<file path="src/rtl/cc_deserializer_pkg.sv">
// Shared widths, FIFO entry layout and FSM state type for the cache-line
// deserializer (R channel -> line FIFO) and its FIFO-read-side serializer.
package cc_deserializer_pkg;

    localparam int BEATS_PER_LINE = 8;
    localparam int DATA_W         = 64;
    localparam int LINE_W         = 512;
    localparam int OFFSET_W       = 6;
    localparam int CNT_W          = $clog2(BEATS_PER_LINE);
    localparam int ENTRY_W        = OFFSET_W + LINE_W;

    typedef struct packed {
        logic [OFFSET_W-1:0] offset;
        logic [LINE_W-1:0]   line;
    } line_entry_t;

    typedef enum logic {
        ST_COLLECT = 1'b0,
        ST_PUSH    = 1'b1
    } deser_state_e;

endpackage

</file>
<file path="src/rtl/cc_deserializer.sv">
// Collects eight 64-bit critical-word-first beats into one 512-bit line and
// pushes {offset, line} into a FIFO. Define CC_DESER_RLAST_CHECK_EN for rlast checking.
module cc_deserializer
    import cc_deserializer_pkg::*;
(
    input  logic                clk,
    input  logic                rst_n,
    input  logic [DATA_W-1:0]   rdata_i,
    input  logic                rlast_i,
    input  logic                rvalid_i,
    output logic                rready_o,
    input  logic [OFFSET_W-1:0] offset_i,
    input  logic                fifo_full_i,
    output logic                fifo_wren_o,
    output logic [ENTRY_W-1:0]  fifo_wdata_o,
    output logic                error_o
);

    deser_state_e        state_q, state_d;
    logic [CNT_W-1:0]    cnt_q, cnt_d;
    logic [OFFSET_W-1:0] off_q, off_d;
    logic [LINE_W-1:0]   line_q, line_d;
    logic                hs;
    logic [CNT_W-1:0]    base_word;
    logic [CNT_W-1:0]    slot;
    line_entry_t         entry;

    always_comb begin
        state_d     = state_q;
        cnt_d       = cnt_q;
        off_d       = off_q;
        line_d      = line_q;
        fifo_wren_o = 1'b0;
        rready_o    = (state_q == ST_COLLECT);
        hs          = rvalid_i & rready_o;
        // Beat 0 addresses from the live offset since off_q is not loaded yet.
        base_word   = (cnt_q == '0) ? offset_i[OFFSET_W-1 -: CNT_W]
                                    : off_q[OFFSET_W-1 -: CNT_W];
        slot        = base_word + cnt_q;

        case (state_q)
            ST_COLLECT: begin
                if (hs) begin
                    if (cnt_q == '0) begin
                        off_d = offset_i;
                    end
                    for (int s = 0; s < BEATS_PER_LINE; s++) begin
                        if (slot == CNT_W'(s)) begin
                            line_d[(BEATS_PER_LINE-1-s)*DATA_W +: DATA_W] = rdata_i;
                        end
                    end
                    cnt_d = cnt_q + 1'b1;
                    if (cnt_q == CNT_W'(BEATS_PER_LINE-1)) begin
                        state_d = ST_PUSH;
                    end
                end
            end
            ST_PUSH: begin
                fifo_wren_o = !fifo_full_i;
                if (!fifo_full_i) begin
                    state_d = ST_COLLECT;
                end
            end
            default: state_d = ST_COLLECT;
        endcase
    end

    always_ff @(posedge clk or negedge rst_n) begin
        if (!rst_n) begin
            state_q <= ST_COLLECT;
            cnt_q   <= '0;
            off_q   <= '0;
            line_q  <= '0;
        end else begin
            state_q <= state_d;
            cnt_q   <= cnt_d;
            off_q   <= off_d;
            line_q  <= line_d;
        end
    end

    assign entry        = '{offset: off_q, line: line_q};
    assign fifo_wdata_o = entry;

`ifdef CC_DESER_RLAST_CHECK_EN
    logic err_q, err_d;

    assign err_d = err_q | (hs & (rlast_i != (cnt_q == CNT_W'(BEATS_PER_LINE-1))));

    always_ff @(posedge clk or negedge rst_n) begin
        if (!rst_n) begin
            err_q <= 1'b0;
        end else begin
            err_q <= err_d;
        end
    end

    assign error_o = err_q;
`else
    logic unused_rlast;

    assign unused_rlast = rlast_i;
    assign error_o      = 1'b0;
`endif

endmodule
</file>
<file path="config.mk">
export PLATFORM = sky130hd
export DESIGN_NAME = cc_deserializer
export DESIGN_NICKNAME = d
export VERILOG_FILES = /design/src/rtl/cc_deserializer_pkg.sv /design/src/rtl/cc_deserializer.sv
export SDC_FILE = /design/constraint.sdc
export NUM_CORES = 1
export LEC_CHECK = 0
export CORE_AREA = 2 2 231 233
export DETAILED_ROUTE_END_ITERATION = 16
export DIE_AREA = 0 0 233 235
export PLACE_DENSITY = 0.66
export SETUP_SLACK_MARGIN = 0.5
export SYNTH_ARGS = -nofsm -noshare
export SYNTH_HDL_FRONTEND = slang
export SYNTH_SLANG_ARGS = --single-unit
export TNS_END_PERCENT = 50
</file>
<file path="constraint.sdc">
create_clock -name clk -period 8.5 [get_ports clk]
set_input_delay 1.7 -clock clk [delete_from_list [all_inputs] [get_ports clk]]
set_output_delay 1.7 -clock clk [all_outputs]
set_load 0.05 [all_outputs]
</file>
==> flow_summary.json <==
{
  "status": "completed",
  "syn_nets": 1556,
  "ys_ff_latch": 522,
  "drc": 0,
  "viasPerCell": 5.697,
  "crit_type": "in -> reg",
  "min_path_type": "reg -> reg",
  "dp_hpwl_um": 45330,
  "tritoncts": "done",
  "wl_per_cell_um": 26.29,
  "rsz0062_at_grt": "no",
  "first_global_vias": 16220,
  "drive_gt1_share_pct": 6.660,
  "antenna_left": 0,
  "yosysSeqAreaShare_pct": 66.69,
  "max_freq_ghz": 0.1884,
  "syn_area_per_cell_um2": 13.27,
  "syn_inst": 1476,
  "die_h_um": 235,
  "grt-ovfl-total": 0,
  "cts-root-buf": "clkbuf_16",
  "clkTransAtPathRegs_ps": 60,
  "cts-buffers-inserted": 56,
  "hold_viol_final": 0,
  "ys_warn_count": 0,
  "start_kind": "input pin",
  "numClockSinks": 522,
  "start_util_pct": 37.50,
  "dpl.cell_count": 2641,
  "firstDrtPassIters": 5,
  "nets": 2091,
  "post-route-util_pct": 53.55,
  "fin_skew_ps": 13.24,
  "cts_resized": 0,
  "fin_crit_sh_pct": 62.44,
  "holdWs_ps": 483.2,
  "dieArea_um2": 54760,
  "grt_pass1_wl_um": 107400,
  "gp_congestion": 0.8314,
  "clkLatencyLatePin_ps": 600,
  "wirelength_um": 72280,
  "hold_buffers": 0,
  "grt_max_degree": 181,
  "end_kind": "flop",
  "numPortBuffers": 593,
  "postCtsSetupBuffers": 0,
  "fp-row-count": 84,
  "synthesis.area_um2": 19590,
  "cap_violations": 0,
  "dr.first_iter.drc_count": 1488,
  "dieWidth_um": 233,
  "crit_path_max_fanout": 92,
  "cts_max_path_buffers": 3,
  "period_needed_ps": 5308,
  "crit_required_ps": 9000,
  "setup_viol": 0,
  "io_pins": 596,
  "grt_use_total_pct": 25.96,
  "vias": 15660,
  "finalSetupTns_ps": 0,
  "stdcell_count": 2749,
  "crit_arrival_ps": 5810,
  "grt_antenna_before_repair": 4,
  "coreArea_um2": 52240,
  "slew_viol_final": 0,
  "tightest_slew_ps": 1308,
  "synth_cell_types": 29,
  "synthToLayoutAreaGrowth_pct": 42.81,
  "cts.htree.levels": 2,
  "slew_headroom_pct": 12.78
}
## layer usage
layer	track usage [%]	vias up	wire length, µm
met2	40.30	733	33840
li1	-	6642	-
met5	0	-	0
met4	13.38	0	3884
met3	6.117	205	5195
met1	33.89	8080	29360
## state kept, by name (all words and copies together), names as in the netlist
signal   flops
line_q     512
state_q      1
cnt_q        3
off_q        6
## per-stage QoR
stage / area (µm²) / setup WS, ps
floorplan: 19590 / 4455
global placement: 26020 / 2756
detailed placement: 26020 / 2675
CTS: 27960 / 3289
global route: 27970 / 3136
finish: 27970 / 3192
## synth_stat cells (all sizes together)
cell	number	area (µm²)
mux2	10	116.4
o21a	1	7.510
o2bb2ai	512	4484
nand2b	2	12.51
buf	120	595.6
nor3	1	10.01
o21ai	6	45.03
nor2	5	21.27
nand3b	1	7.510
nor2b	1	6.260
clkbuf	14	52.55
xnor2	1	8.760
mux2i	3	33.78
dfrtp	522	13060
fa	1	20.02
conb	1	3.750
inv	4	15.01
nand2	261	979.7
nor3b	2	25.02
nand3	4	30.03
ha	4	50.05
## layout make-up
| type | instances | area, µm² |
|---|---|---|
| Fill cell | 4432 | 24260 |
| Sequential cell | 522 | 13060 |
| Timing Repair Buffer | 611 | 6113 |
| Multi-Input combinational cell | 816 | 5971 |
| Clock buffer | 86 | 1715 |
| Tap cell | 688 | 860.8 |
| Clock inverter | 18 | 225.2 |
| Inverter | 4 | 15.01 |
| Antenna cell | 4 | 10.01 |
## cells by family after synthesis
logic type | synth area share (%)
other | 0.01914
adder cells (fa/ha/maj) | 0.3577
flip-flops | 66.69
multiplexers | 0.7665
XOR/XNOR | 0.04472
buffers and inverters | 3.385
AND/OR/NAND/NOR | 5.577
AO/OA/AOI/OAI | 23.16
## critical path, cell delays in order
cell and delay (ps):
clkdlybuf4s50_1 470, mux2_2 160, ha_1 150, inv_1 50
fa_1 440, nor2b_1 190, mux2i_2 560, nand2_4 810
buf_4 680, o2bb2ai_1 350
## cells in the final DEF (no fill, tap or decap), types with 5 or more instances in the layout
cell type and n:
mux2_2 9, clkbuf_8 18, buf_4 15, bufinv_16 5, clkbuf_16 57, dfrtp_1 522, o2bb2ai_1 512, clkinv_2 11
clkdlybuf4s50_1 592, clkbuf_1 11, nand2_1 260
## path summary, 6_finish.rpt
path	endpoint	cells after the start	slack [ps]	from
min reg2reg	line_q[490]$_DFFE_PN0P_	1	480	line_q[490]$_DFFE_PN0P_
max	line_q[410]$_DFFE_PN0P_	10	3190	offset_i[3]
max in group asynchronous	line_q[22]$_DFFE_PN0P_	2	5720	rst_n
max reg2reg	line_q[410]$_DFFE_PN0P_	12	3860	cnt_q[0]$_DFFE_PN0P_
min	line_q[490]$_DFFE_PN0P_	1	480	line_q[490]$_DFFE_PN0P_
min in group asynchronous	line_q[403]$_DFFE_PN0P_	1	1190	rst_n
Power is not shown: default switching activity piles up to over one toggle a cycle in this logic, so the estimate is an artifact.
